--- src/rtl/keyrom_ctrl_pkg.sv ---
// Shared types and helpers for the key-ROM read sequencer.
// Holds the FSM state encoding, port IDs and word-count helper.
package keyrom_ctrl_pkg;

  typedef enum logic [2:0] {
    IDLE,
    CHECK,
    RD,
    CAP,
    OUT,
    FIN
  } state_t;

  localparam logic PORT_A = 1'b0;
  localparam logic PORT_B = 1'b1;

  function automatic int keyrom_nw(input int mem_size);
    return mem_size / 2;
  endfunction

endpackage

--- src/rtl/keyrom_rr_arb.sv ---
// Two-input round-robin arbiter for the key-ROM sequencer.
// Priority flips to the other port when a granted burst finishes.
module keyrom_rr_arb
  import keyrom_ctrl_pkg::*;
(
  input  logic       mclk,
  input  logic       reset_n,
  input  logic [1:0] req,
  input  logic       take,
  input  logic       fin,
  output logic [1:0] gnt
);

  logic prio_q;
  logic owner_q;

  always_comb begin
    gnt = 2'b00;
    if (req[0] && (!req[1] || prio_q == PORT_A))
      gnt[0] = 1'b1;
    else if (req[1])
      gnt[1] = 1'b1;
  end

  always_ff @(posedge mclk or negedge reset_n) begin
    if (!reset_n) begin
      prio_q  <= PORT_A;
      owner_q <= PORT_A;
    end else begin
      if (take)
        owner_q <= gnt[1];
      if (fin)
        prio_q <= ~owner_q;
    end
  end

endmodule

--- src/rtl/keyrom_ctrl.sv ---
// Read sequencer and two-port arbiter for the secret-key ROM.
// Define KEYROM_CTRL_LOCK_EN to add the sticky lock_set/locked feature.
module keyrom_ctrl
  import keyrom_ctrl_pkg::*;
#(
  parameter int ADDR_MSB = 4,
  parameter int MEM_SIZE = 20
) (
  input  logic              mclk,
  input  logic              reset_n,
  input  logic              key_gate,
  input  logic              a_req,
  input  logic              b_req,
  input  logic [ADDR_MSB:0] a_base,
  input  logic [ADDR_MSB:0] b_base,
  input  logic [ADDR_MSB+1:0] a_len,
  input  logic [ADDR_MSB+1:0] b_len,
  output logic              a_valid,
  output logic              b_valid,
  input  logic              a_ready,
  input  logic              b_ready,
  output logic              a_done,
  output logic              b_done,
  output logic              a_err,
  output logic              b_err,
  output logic [15:0]       key_data,
  output logic [ADDR_MSB:0] rom_addr,
  output logic              rom_cen,
  input  logic [15:0]       rom_dout
`ifdef KEYROM_CTRL_LOCK_EN
  ,
  input  logic              lock_set,
  output logic              locked
`endif
);

  localparam int AW = ADDR_MSB + 1;
  localparam int LW = ADDR_MSB + 2;
  localparam int SW = ADDR_MSB + 3;
  localparam int NW = keyrom_nw(MEM_SIZE);

  state_t          state_q, state_d;
  logic            port_q, port_d;
  logic [AW-1:0]   base_q, base_d;
  logic [LW-1:0]   len_q, len_d;
  logic [LW-1:0]   cnt_q, cnt_d;
  logic [15:0]     kd_q, kd_d;
  logic            err_q, err_d;

  logic [1:0]      gnt;
  logic            take;
  logic            lock_act;
  logic            over;
  logic            rd_go;
  logic            out_v;
  logic            rdy_sel;
  logic [SW-1:0]   end_s;
  logic [LW-1:0]   cnt_inc;

`ifdef KEYROM_CTRL_LOCK_EN
  logic locked_q;

  always_ff @(posedge mclk or negedge reset_n) begin
    if (!reset_n)
      locked_q <= 1'b0;
    else if (lock_set)
      locked_q <= 1'b1;
  end

  assign locked   = locked_q;
  assign lock_act = locked_q;
`else
  assign lock_act = 1'b0;
`endif

  assign take = (state_q == IDLE) && (|gnt);

  keyrom_rr_arb u_arb (
    .mclk    (mclk),
    .reset_n (reset_n),
    .req     ({b_req, a_req}),
    .take    (take),
    .fin     (state_q == FIN),
    .gnt     (gnt)
  );

  // Bounds sum carries an extra bit so base+len can never wrap.
  assign end_s   = SW'(base_q) + SW'(len_q);
  assign over    = end_s > SW'(NW);
  assign cnt_inc = cnt_q + LW'(1);
  assign rdy_sel = (port_q == PORT_B) ? b_ready : a_ready;

  always_comb begin
    state_d = state_q;
    port_d  = port_q;
    base_d  = base_q;
    len_d   = len_q;
    cnt_d   = cnt_q;
    kd_d    = kd_q;
    err_d   = err_q;
    unique case (state_q)
      IDLE: begin
        if (|gnt) begin
          port_d  = gnt[1] ? PORT_B : PORT_A;
          base_d  = gnt[1] ? b_base : a_base;
          len_d   = gnt[1] ? b_len : a_len;
          err_d   = 1'b0;
          state_d = CHECK;
        end
      end
      CHECK: begin
        if (!key_gate || over || lock_act) begin
          err_d   = 1'b1;
          state_d = FIN;
        end else if (len_q == '0) begin
          state_d = FIN;
        end else begin
          cnt_d   = '0;
          state_d = RD;
        end
      end
      RD: begin
        if (!key_gate || lock_act) begin
          err_d   = 1'b1;
          state_d = FIN;
        end else begin
          state_d = CAP;
        end
      end
      CAP: begin
        kd_d    = rom_dout;
        state_d = OUT;
      end
      OUT: begin
        if (!key_gate) begin
          err_d   = 1'b1;
          state_d = FIN;
        end else if (rdy_sel) begin
          cnt_d   = cnt_inc;
          state_d = (cnt_inc == len_q) ? FIN : RD;
        end
      end
      FIN: begin
        kd_d    = '0;
        state_d = IDLE;
      end
      default: state_d = IDLE;
    endcase
    // No key residue survives into the completion cycle.
    if (state_d == FIN)
      kd_d = '0;
  end

  always_ff @(posedge mclk or negedge reset_n) begin
    if (!reset_n) begin
      state_q <= IDLE;
      port_q  <= PORT_A;
      base_q  <= '0;
      len_q   <= '0;
      cnt_q   <= '0;
      kd_q    <= '0;
      err_q   <= 1'b0;
    end else begin
      state_q <= state_d;
      port_q  <= port_d;
      base_q  <= base_d;
      len_q   <= len_d;
      cnt_q   <= cnt_d;
      kd_q    <= kd_d;
      err_q   <= err_d;
    end
  end

  assign rd_go    = (state_q == RD) && key_gate && !lock_act;
  assign rom_cen  = !rd_go;
  assign rom_addr = rd_go ? (base_q + cnt_q[AW-1:0]) : '0;

  assign out_v    = (state_q == OUT) && key_gate;
  assign a_valid  = out_v && (port_q == PORT_A);
  assign b_valid  = out_v && (port_q == PORT_B);

  assign a_done   = (state_q == FIN) && !err_q && (port_q == PORT_A);
  assign b_done   = (state_q == FIN) && !err_q && (port_q == PORT_B);
  assign a_err    = (state_q == FIN) && err_q && (port_q == PORT_A);
  assign b_err    = (state_q == FIN) && err_q && (port_q == PORT_B);

  assign key_data = kd_q;

endmodule

--- config.mk ---
export PLATFORM = sky130hd
export DESIGN_NAME = keyrom_ctrl
export DESIGN_NICKNAME = d
export VERILOG_FILES = /design/src/rtl/keyrom_ctrl_pkg.sv /design/src/rtl/keyrom_rr_arb.sv /design/src/rtl/keyrom_ctrl.sv
export SDC_FILE = /design/constraint.sdc
export NUM_CORES = 1
export LEC_CHECK = 0
export BUFFER_PORTS_ARGS = -buffer_cell sky130_fd_sc_hd__buf_2
export CELL_PAD_IN_SITES_DETAIL_PLACEMENT = 2
export CELL_PAD_IN_SITES_GLOBAL_PLACEMENT = 2
export CORE_MARGIN = 5
export CORE_UTILIZATION = 29
export CTS_BUF_LIST = sky130_fd_sc_hd__clkbuf_2 sky130_fd_sc_hd__clkbuf_4 sky130_fd_sc_hd__clkbuf_8
export CTS_CLUSTER_DIAMETER = 30
export DETAILED_ROUTE_END_ITERATION = 8
export HOLD_SLACK_MARGIN = 0.1
export PLACE_DENSITY = 0.86
export SYNTH_ARGS = -nofsm -noshare
export SYNTH_HDL_FRONTEND = slang
export SYNTH_SLANG_ARGS = --single-unit
--- constraint.sdc ---
create_clock -name mclk -period 2.75 [get_ports mclk]
set_clock_uncertainty 0.05 [all_clocks]
set_input_delay 0 -clock mclk [delete_from_list [all_inputs] [get_ports mclk]]
set_output_delay 0 -clock mclk [all_outputs]
set_load 0.01 [all_outputs]
==> impl_summary.md, run 1 <==
Outcome
The flow ran to the end, and the final reports show no timing, DRC or antenna violations.

Worst setup path
Traced cell by cell, the critical path runs through ha_2 > inv_1 > fa_2 > or3_4 > a221oi_4 > a31oi_1 > or2_4 > a211o_1. In this run the worst path has a maximum fanout of 5. Data on the critical path arrives at its endpoint at 2.80 ns.

STA classifies the critical path endpoint as a register. The reg-to-reg setup timing slack is approximately 0.10 ns. In this run the number of cells on the critical path is 8.

The number of buffers and inverters on the critical path is 1. The number of cells on the worst reg-to-reg path is 8. The type of the setup path with the least slack is register to register. The data required time of the worst path is 2.90 ns. The destination of the worst register-to-register timing path is cnt_q[2]$_DFFE_PN0P_. The launch point of the worst reg-to-reg path is base_q[0]$_DFFE_PN0P_. The kind of cell adding the most delay to the critical path is compound AO/OA/AOI/OAI gates.

STA classifies the critical path startpoint as a register. The standard cell with the maximum stage delay on the critical path is or3_4. The delay of the slowest cell on the worst path is about 0.41 ns.

Timing
The hold violation count in the final report is 0. The sum of negative setup slack is 0 ns. For the pin with the worst max-slew slack, the measured transition is 0.895 ns. The relative max-transition margin is about two fifths. The number of setup violations in the final report is 0. The number of slew-limit violations in the final report came to 0. The shortest period the worst path allows is 2.65 ns.

Static timing analysis puts the maximum clock frequency at 0.378 GHz. The ratio of final minimum period to clock period is a little over nine tenths.

Logic synthesis
For this run, the register share of the synthesized area comes to about two fifths. Summing the areas of all compound-gate instances in the mapped netlist gives 19.9% of the synthesized area. In the synthesized netlist the async set-or-reset flop fraction comes to 100%. The mean instance size in the synthesized netlist is 9.77 sq um.

The share of synthesized cell area in full adder, half adder and majority cells is approximately 7.0%. The cell count after synthesis is 240. After synthesis the netlist holds a flip-flop and latch count of 39. Yosys printed 0 warnings. When the netlist entered floorplanning its net count stood at 297. The flip-flop cell with the highest count after synthesis is dfrtp_1. The cell area after technology mapping is 2340 sq um. The post-synthesis xor/xnor area fraction is 5.60%.

Summing the areas of all and, or, nand and nor instances in the mapped netlist gives about 16% of the synthesized area. The multiplexer fraction of the synthesized cell area is 5.60%. The main combinational cell family by area after synthesis is compound AO/OA/AOI/OAI gates. The synthesized netlist contains 47 unique library cells.

Yosys mapped a number of flops with a built-in enable equal to 0.

Global route
The global-route wire length before repair is 14,100 microns. The met2 usage in global routing is 33.9%. Entering global routing, the biggest net connects 40 pins. In the global route stage, met1 resource usage came out at 20.1%. The via count of the first global-routing pass came to 2,713. The initial antenna violation count is 0.

The total overflow left after global routing is 0. Across every metal layer, demand over resource in global routing totals 17.9%. met2 is the most crowded layer. Global routing used between 3 and 4% of the available met3 tracks.

Clocking
The clock-pin slew on the worst setup and hold paths is 0.08 ns. In this run the deepest clock path goes through 2 buffers. The number of levels the H-tree was split into is 2. The root buffer cell is clkbuf_8. The TritonCTS clock tree is yes. The clock reaches the later pin of the worst-skew pair after around 0.30 ns. The number of buffers inserted during clock tree synthesis is 5. The number of sinks on the clock net is 39. Once the clock tree was built, the setup fixing pass inserted 0 buffers.

Power
Cell internal power was estimated by the tool at 1.79 mW. Combinational logic is responsible for 52.5% of the overall power. The switching part of the total is 44.6%. IR analysis of the VDD net gives a maximum drop of between 0.2 and 0.3 mV. The leakage power is 1.73 nW. The relative contribution of sequential cells to total power is approximately 32%. The share of total power dissipated in the clock network is around 15%. The analysis attributes to net switching a power of 1.44 mW. Power spread over the standard cell area amounts to 957 nW/um^2.

Finish
The total inserted antenna cells is 0. The cell area after layout is ~3400 sq um. Cells with a size suffix above 1 make up 28.0% of the layout. The area growth from synthesis to layout is 43.9%.

The final-layout fill cell count is 864. The multi-input combinational cells in the finished layout cover a total of roughly 1300 sq um. The combined flip-flop and latch cell area is 976 sq um. After the last flow step, the layout net total stands at ~410.

Placed design
At the end of routability-driven placement, the weighted congestion stood at 0.760. After legalization and detailed placement, the total HPWL measured 5760 microns. The instance area at placement is 2840 sq um. The count of input and output buffers is 72.

Detailed routing
Using the TritonRoute via totals, the vias-per-cell ratio works out to 5.15. The count of nets left with antenna violations once routing finished came out at 0. The first detailed-routing pass took 4 iterations.

The sum of routed wire length over all layers is roughly 8600 microns. The number of violations reported at the end of detailed-routing iteration 0 is 50. Dividing the detail-routed wire length by the instance count gives 18.8 microns. The DRC violations left is 0. The total vias in the final route is 2,362.

Job
Across the run, the number of max-cap violations was 0.

Hold path
For hold timing, the worst endpoint is state_q[2]$_DFF_PN0_. The critical hold path startpoint is key_gate. The count of cells along the worst hold path is 4. The type of the worst min-delay path is input port to register.

Die
The initial utilization of the core area, before any placement, comes to roughly 30%. 73 I/O pins were placed. The area of the core is 7810 sq um. The die area is 9980 sq um.

The overall die width is 99.9 microns. In this run the core area contains 32 standard-cell rows. Measured along the y axis, the die boundary spans 99.9 microns.
## repair_timing
action / in CTS / in global routing
setup endpoints to repair: 0 / 17
hold endpoints to repair: 67 / 0
hold buffers: 41 / 0
gates resized for setup: 0 / 3
## per-layer routing
metal  share of wire [%]  wire length [microns]
met1                  40                   3450
met2                  53                   4540
met3                 5.6                    480
met4                 1.8                    152
met5                   0                      0
## worst register-to-register path: cells and delay by family, from the launching register on
kind / cells / cell delay [ns]
AND/OR/NAND/NOR: 2 / 0.71
flip-flops: 1 / 0.40
AO/OA/AOI/OAI: 3 / 0.77
buffers and inverters: 1 / 0.05
adder cells (fa/ha/maj): 2 / 0.57
## power by group through the flow
| stage | Sequential (mW) | Combinational (mW) | Clock (mW) |
|---|---|---|---|
| 5_1_grt | 1.07 | 1.90 | 0.535 |
| 3_5_place_dp | 1.04 | 1.57 | 0 |
| 6_report | 1.04 | 1.70 | 0.495 |
| 3_3_place_gp | 1.02 | 1.50 | 0 |
| 2_1_floorplan | 0.962 | 1.11 | 0 |
| 4_1_cts | 1.03 | 1.67 | 0.514 |
## how the worst max path moves through the flow
stage / from / end / slack [ns]
after floorplan: len_q[0]$_DFFE_PN0P_ / cnt_q[2]$_DFFE_PN0P_ / 0.16
after global placement: base_q[0]$_DFFE_PN0P_ / cnt_q[2]$_DFFE_PN0P_ / 0.13
after detailed placement: base_q[0]$_DFFE_PN0P_ / cnt_q[5]$_DFFE_PN0P_ / 0.06
after CTS: base_q[0]$_DFFE_PN0P_ / cnt_q[5]$_DFFE_PN0P_ / 0.04
after global routing: base_q[0]$_DFFE_PN0P_ / key_data[9]$_DFFE_PN0P_ / -0.02
final: base_q[0]$_DFFE_PN0P_ / cnt_q[2]$_DFFE_PN0P_ / 0.10
## synth_stat cells (all sizes together), types with 4 or more instances
master	instances	area, sq um
a21o	4	30.0
a21oi	5	25.0
a22o	18	160
and3	6	38.8
buf	4	21.3
clkbuf	7	26.3
dfrtp	39	976
ha	10	125
inv	12	45.0
mux2i	12	120
nand2	22	82.6
nand3	11	55.1
nor2	17	63.8
nor3	8	40.0
o21ai	17	85.1
xnor2	8	70.1
xor2	7	61.3
## cell usage in the layout, fill, tap and decap left out, types with 4 or more instances in the layout
master,count
nand3_1,11
o21ai_0,15
buf_4,7
nor3_1,8
inv_1,12
nor2_1,17
mux2i_1,12
a21oi_1,5
nand2_1,22
ha_1,9
dfrtp_1,39
a21o_1,4
a22o_1,16
clkbuf_8,5
and3_1,5
buf_2,72
dlygate4sd3_1,41
xnor2_1,8
xor2_1,7
## sequential cells by signal, indices dropped and copies added (netlist names)
signal,count
err_q,1
base_q,5
u_arb.prio_q,1
u_arb.owner_q,1
len_q,6
cnt_q,6
state_q,3
key_data,16
## cells by family (layout without fill, tap and decap cells)
group | count (synthesis) | after routing
and+or+nand+nor | 77 | 77
AOI/OAI and AO/OA | 61 | 61
DFF | 39 | 39
buffers and inverters | 23 | 140
xor gates and xnor gates | 15 | 15
muxes | 13 | 13
adders and majority gates | 12 | 12
## through the flow
step / setup slack (ns) / instances / hold slack [ns] / util (%) / power [mW]
after floorplan: 0.161 / 240 / -0.346 / - / 2.07
after global placement: 0.134 / 410 / 0.125 / 36.3 / 2.52
after detailed placement: 0.0618 / 410 / 0.135 / 36.3 / 2.60
after CTS: 0.0431 / 459 / 0.137 / 43.0 / 3.21
after global routing: -0.0186 / 459 / 0.195 / 43.2 / 3.51
final: 0.102 / 459 / 0.161 / 43.2 / 3.23
## area by class of cell
class,count,share of cell area (%)
Sequential cell,39,28.9
Tap cell,102,3.78
Clock buffer,5,2.04
Timing Repair Buffer,120,24.4
Clock inverter,3,1.30
Multi-Input combinational cell,178,38.2
Inverter,12,1.34
No activity file was read; power rests on OpenSTA's default activity.
==> run 2, diff against run 1 <==
- CELL_PAD_IN_SITES_DETAIL_PLACEMENT: 2 -> 0
- CELL_PAD_IN_SITES_GLOBAL_PLACEMENT: 2 -> 1
- CORE_UTILIZATION: 29 -> 30
- PLACE_DENSITY: 0.86 -> 0.74
- TNS_END_PERCENT: not set -> 20
==> impl_summary.md, run 2 (same netlist as run 1, synthesis figures left out) <==
Outcome
The flow ran to the end, and the final reports show no timing, DRC or antenna violations.

Clocking
Counting every sink on the clock net gives 39. The clock-pin slew on the worst setup and hold paths is 0.08 ns. The maximum number of buffers from clock root to sink is 2. The root buffer cell is clkbuf_8. TritonCTS built the clock tree.

The clock latency on the worst-skew pair is between 0.2 and 0.3 ns. TritonCTS created 5 clock buffers. The number of levels the H-tree was split into is 2.

Detailed routing
The total vias in the final route is ~2,200. The number of violations reported at the end of detailed-routing iteration 0 is 70. Dividing the detail-routed wire length by the instance count gives 14.2 microns.

For this run, design rule violations remaining after detail routing come to 0. The sum of routed wire length over all layers is about 6500 microns. After detailed routing, the number of vias per cell comes to around 4.8. The number of iterations in the first detailed-routing pass is 4. The count of nets left with antenna violations once routing finished came out at 0.

Timing
Setup repair after global routing left no endpoint under its margin. Setup violations remaining at the end of the flow were counted as 0. The worst path uses 96.0% of the clock period.

The number of slew-limit violations in the final report is 0. The hold violation count in the final report was 0. For the finished layout, the period the worst path requires is 2.64 ns. In the final timing run, aggregate negative setup slack is 0 ns. The transition time at the pin with the least slew margin is 0.904 ns. The relative max-transition margin is just under 40%. The maximum clock rate is 0.379 GHz.

Power
VDD sags by at most 0.389 mV. The leakage power is 1.73 nW. The power per standard cell area is 928 nW/um^2. The completed layout was analyzed and its total power is 3.13 mW.

Worst setup path
The number of cells on the worst reg-to-reg path is 8. The kind of end point of the critical path is a register. The peak fanout along the critical path is 5.

The worst register-to-register path ends at cnt_q[2]$_DFFE_PN0P_. The launch point of the worst reg-to-reg path is base_q[0]$_DFFE_PN0P_. The worst setup path is launched from a register.

The type of the setup path with the least slack is register to register. Across all register-to-register paths, the minimum setup slack is 0.11 ns. The data arrival time of the critical path is 2.77 ns. The data required time of the worst path is 2.88 ns.

Finish
The layout-stage area growth over the synthesis result is 43.8%. The end-of-flow core utilization is a little over two fifths. The sequential cells in the finished layout cover a total of 976 sq um.

The number of flip-flops in the largest register is 16. The final-layout fill cell count is 757. In the final layout, the share of cells above drive strength 1 is 28.3%. The number of nets in the final layout is 413. The library cell used most frequently in the layout, excluding fill and tap cells, is buf_2.

The multi-input combinational cell area is 1290 sq um. Leaving out fill and tap cells, the most frequent cells in the layout are buf_2, dlygate4sd3_1, dfrtp_1. The total inserted antenna cells is 0.

Hold path
The worst hold path passes through 4 cells. The startpoint identified for the worst hold timing path is key_gate. The type of the worst min-delay path is input port to register. For hold timing, the worst endpoint is state_q[2]$_DFF_PN0_.

Die
The floorplan row count is 32. The die area is slightly below 10,000 sq um. The total area inside the core boundary comes to 7690 sq um. The height of the die is 98.4 microns. The effective utilization at floorplan is 30.5%.

The overall die width is 98.4 microns. Pin placement for this block handled 73 I/O pins.

Global route
The global-route wire length before repair is 10,700 microns. The initial antenna violation count is 0. Entering global routing, the biggest net connects 40 pins. The via count of the first global-routing pass is between 2,000 and 2,500.

The remaining global-route overflow is 0. Global routing used 13.5% of the available tracks.

Placed design
Detailed placement finished with a half-perimeter wire length of 4620 microns. At the end of routability-driven placement, the weighted congestion stood at 0.853. The count of input and output buffers is 72.

Job
Max-cap violations in this run came to 0.
==> run 2: routing by layer <==
metal | GRT usage (%) | routed length, microns | up-vias
met1 | 16.5 | 2880 | 1029
met5 | 0 | 0 | -
met3 | 2.86 | 313 | 4
li1 | - | - | 1106
met4 | 3.15 | 52 | 0
met2 | 24.1 | 3280 | 58
==> run 2: critical path: stages, from the launching register on <==
cell      delay, ns
dfrtp_1        0.39
ha_2           0.20
inv_1          0.05
fa_2           0.36
or3_4          0.41
a221oi_4       0.33
a31oi_1        0.16
or2_4          0.30
a211o_1        0.29
==> run 2: worst max-delay path by stage <==
stage | slack (ns) | startpoint | endpoint | cells after the start
floorplan | 0.16 | len_q[0]$_DFFE_PN0P_ | cnt_q[2]$_DFFE_PN0P_ | 9
global placement | 0.12 | base_q[0]$_DFFE_PN0P_ | cnt_q[2]$_DFFE_PN0P_ | 8
finish | 0.11 | base_q[0]$_DFFE_PN0P_ | cnt_q[2]$_DFFE_PN0P_ | 8
detailed placement | 0.06 | base_q[0]$_DFFE_PN0P_ | cnt_q[2]$_DFFE_PN0P_ | 8
CTS | 0.03 | base_q[0]$_DFFE_PN0P_ | cnt_q[2]$_DFFE_PN0P_ | 8
global route | 0.02 | base_q[0]$_DFFE_PN0P_ | cnt_q[5]$_DFFE_PN0P_ | 8
==> run 2: through the flow <==
| step | hold WS (ns) | cell area [sq um] | cells | setup slack (ns) |
|---|---|---|---|---|
| after floorplan | -0.346 | 2340 | 240 | 0.161 |
| after global placement | 0.125 | 2840 | 410 | 0.123 |
| after detailed placement | 0.138 | 2840 | 410 | 0.0643 |
| after CTS | 0.106 | 3350 | 458 | 0.0311 |
| after global routing | 0.199 | 3370 | 459 | 0.0233 |
| final | 0.115 | 3370 | 459 | 0.111 |
==> run 2: what timing repair did <==
| item | in CTS | in global routing |
|---|---|---|
| hold buffers | 40 | 0 |
| hold endpoints to repair | 67 | 0 |
| gates resized for setup | 0 | 3 |
| endpoints found under the setup margin | 0 | 18 |
| setup buffers | 0 | 1 |
==> run 2: layout make-up <==
| type | instances | share of cell area [%] |
|---|---|---|
| Tap cell | 102 | 3.79 |
| Inverter | 12 | 1.34 |
| Clock buffer | 5 | 2.04 |
| Sequential cell | 39 | 29.0 |
| Timing Repair Buffer | 120 | 24.4 |
| Multi-Input combinational cell | 178 | 38.2 |
| Clock inverter | 3 | 1.30 |
==> run 2: report_power, final <==
part	switching [mW]	internal [mW]
Combinational	0.882	0.742
Clock	0.219	0.270
Sequential	0.243	0.774
==> run 3, diff against run 2 <==
- GPL_TIMING_DRIVEN: not set -> 0
- REMOVE_ABC_BUFFERS: not set -> 1
==> impl_summary.md, run 3 (same netlist as run 1, synthesis figures left out) <==
Die
After floorplanning, the core was sized to cover roughly 7700 sq um. The die area is ~9700 sq um. Row generation in the floorplan step produced 32 rows. The count of boundary I/O pins is 73. The initial utilization of the core area, before any placement, comes to 30.5%. From left edge to right edge, the die measures 98.4 microns. From bottom edge to top edge, the die measures around 100 microns.

Outcome
The run finished with clean final reports.

Timing
The relative max-transition margin is 40.1%. Counting I/O delays and the setup requirement, the final critical path takes about 2.6 ns. The hold violation count in the final report is 0. The number of slew-limit violations in the final report is 0. Static timing analysis puts the maximum clock frequency at 0.379 GHz.

The ratio of final minimum period to clock period is 95.9%. The sum of negative setup slack is 0 ns. Setup repair after global routing left no endpoint under its margin. Setup violations remaining at the end of the flow were counted as 0. The transition time at the pin with the least slew margin is between 0.8 and 0.9 ns.

Finish
The library cells used most frequently in the layout, excluding fill and tap cells, are buf_2, dlygate4sd3_1, dfrtp_1. The register with the most flip-flops in the layout has 16 of them. Of the cells placed in the final design, the portion with a size suffix greater than 1 is 28.1%.

Compared with the post-synthesis result, the final layout area differs by 43.1%. The library cell used most frequently in the layout, excluding fill and tap cells, is buf_2. Once layout is complete, the utilization of the core stands at a little over two fifths. The final layout contains 408 nets. The repair_antennas step left the layout with diodes totalling 0.

Worst setup path
Walking the worst path, the cells encountered are ha_1 > a21o_1 > or3_4 > a221oi_4 > a31oi_2 > or2_4 > a211o_1. At the worst endpoint, the required time is 2.87 ns. The largest single stage delay on the critical path is between 0.4 and 0.5 ns.

Broken down by cell family, the worst path's largest delay share belongs to compound AO/OA/AOI/OAI gates. The kind of end point of the critical path is a register. The data arrival time of the critical path is 2.76 ns.

The type of the setup path with the least slack is register to register. For this design, the slowest cell found on the critical path is dfrtp_1. The worst setup path is launched from a register. The peak fanout along the critical path is 5. The total buffers and inverters traversed by the critical path is 0.

Detailed routing
In the final routed layout, each cell accounts on average for 14.1 microns. The remaining antenna violation count after routing is 0. The first TritonRoute pass finished after 4 iterations. After detailed routing, no signal wire sits above met4. The detailed route wirelength on metal3 is 253 microns. The routed design uses 3120 microns of met2 wire. The sum of routed wire length over all layers is 6390 microns. In this run, the number of DRC markers left after iteration 0 of detailed routing was between 90 and 100. For this block, wires on met1 add up to 2920 microns.

Using the TritonRoute via totals, the vias-per-cell ratio works out to ~4.8. The DRC violations left is 0. The total vias in the final route is 2,178.

Power
The leakage power is about 1.7 nW. The worst supply voltage drop on vdd is 0.343 mV. The power per standard cell area is 920 nW/um^2.

Global route
The via count of the first global-routing pass is approximately 2,200. Entering global routing, the biggest net connects 40 pins. After global routing the overflow that remains totals 0.

The initial antenna violation count was 0. The global-route wire length before repair is about 11,000 microns. The overall track demand over capacity in global routing is 13.2%.

Placed design
The HPWL after detailed placement is ~4600 microns. Input and output buffers added on the ports amount to 72. The congestion estimate from routability-driven global placement came to just over 0.8.

Hold path
In this run the worst hold path is classified as input port to register.

Job
Across the run, the number of max-cap violations was 0.

Clocking
The number of buffers inserted during clock tree synthesis is 5. The maximum number of buffers from clock root to sink is 2. The tree is rooted in a clkbuf_8.

After clock tree synthesis, the clock-pin slew on the worst setup and hold paths is 0.08 ns. Clock tree synthesis found a total of 39 sinks. The H-tree generated during clock tree synthesis spans 2 levels.

The TritonCTS clock tree is yes. The later pin in the worst-skew pair is clocked with a latency of 0.29 ns.
run 3: cell type report:
type / count / area (sq um)
clock buffers: 5 / 68.8
clock inverters: 3 / 43.8
fillers: 797 / 4330
inverters: 12 / 45.0
multi-input cells: 178 / 1310
flip-flops and latches: 39 / 978
well taps: 102 / 128
repair buffers: 115 / 783
run 3: worst register-to-register path, stage by stage, from the launching register on:
cell and delay [ns]:
dfrtp_1 0.45, ha_1 0.30, a21o_1 0.22, or3_4 0.39, a221oi_4 0.36, a31oi_2 0.15, or2_4 0.31, a211o_1 0.29
run 3: path summary, 6_finish.rpt:
check / slack [ns] / endpoint / cells past startpoint / from
min in group asynchronous: 0.33 / key_data[5]$_DFFE_PN0P_ / 2 / reset_n
worst min register to register: 0.45 / key_data[10]$_DFFE_PN0P_ / 1 / key_data[10]$_DFFE_PN0P_
worst min-delay path: 0.12 / base_q[1]$_DFFE_PN0P_ / 4 / b_req
max in group asynchronous: 1.70 / base_q[1]$_DFFE_PN0P_ / 2 / reset_n
worst max register to register: 0.11 / cnt_q[2]$_DFFE_PN0P_ / 7 / len_q[1]$_DFFE_PN0P_
worst max-delay path: 0.11 / cnt_q[2]$_DFFE_PN0P_ / 7 / len_q[1]$_DFFE_PN0P_
run 3: metrics by stage:
stage	std cells	hold WS, ns	setup slack, ns	cell area, sq um	power (mW)
detailed placement	404	0.137	-0.211	2790	2.47
finish	454	0.115	0.114	3350	3.08
global placement	403	0.121	-0.238	2790	2.42
CTS	454	0.100	0.0174	3330	3.07
floorplan	229	-0.346	0.161	2300	2.02
global route	454	0.141	0.00985	3350	3.37
run 3: where the power goes:
| group | leakage [nW] | switching, mW | internal, mW |
|---|---|---|---|
| clock network | 0.0581 | 0.209 | 0.270 |
| logic | 1.14 | 0.855 | 0.714 |
| registers | 0.511 | 0.260 | 0.776 |
run 3: what timing repair did:
item / CTS / global route
gates resized for setup: 2 / 4
hold buffers: 40 / 0
setup endpoints to repair: 21 / 20
buffers inserted: 2 / 0
pin swaps: 0 / 2
hold endpoints to repair: 67 / 0
run 3: layer usage:
layer	track usage, %	vias to the layer above
li1	-	1101
met1	17.7	1020
met2	22.2	49
met3	1.64	8
met4	4.10	0
met5	0	-
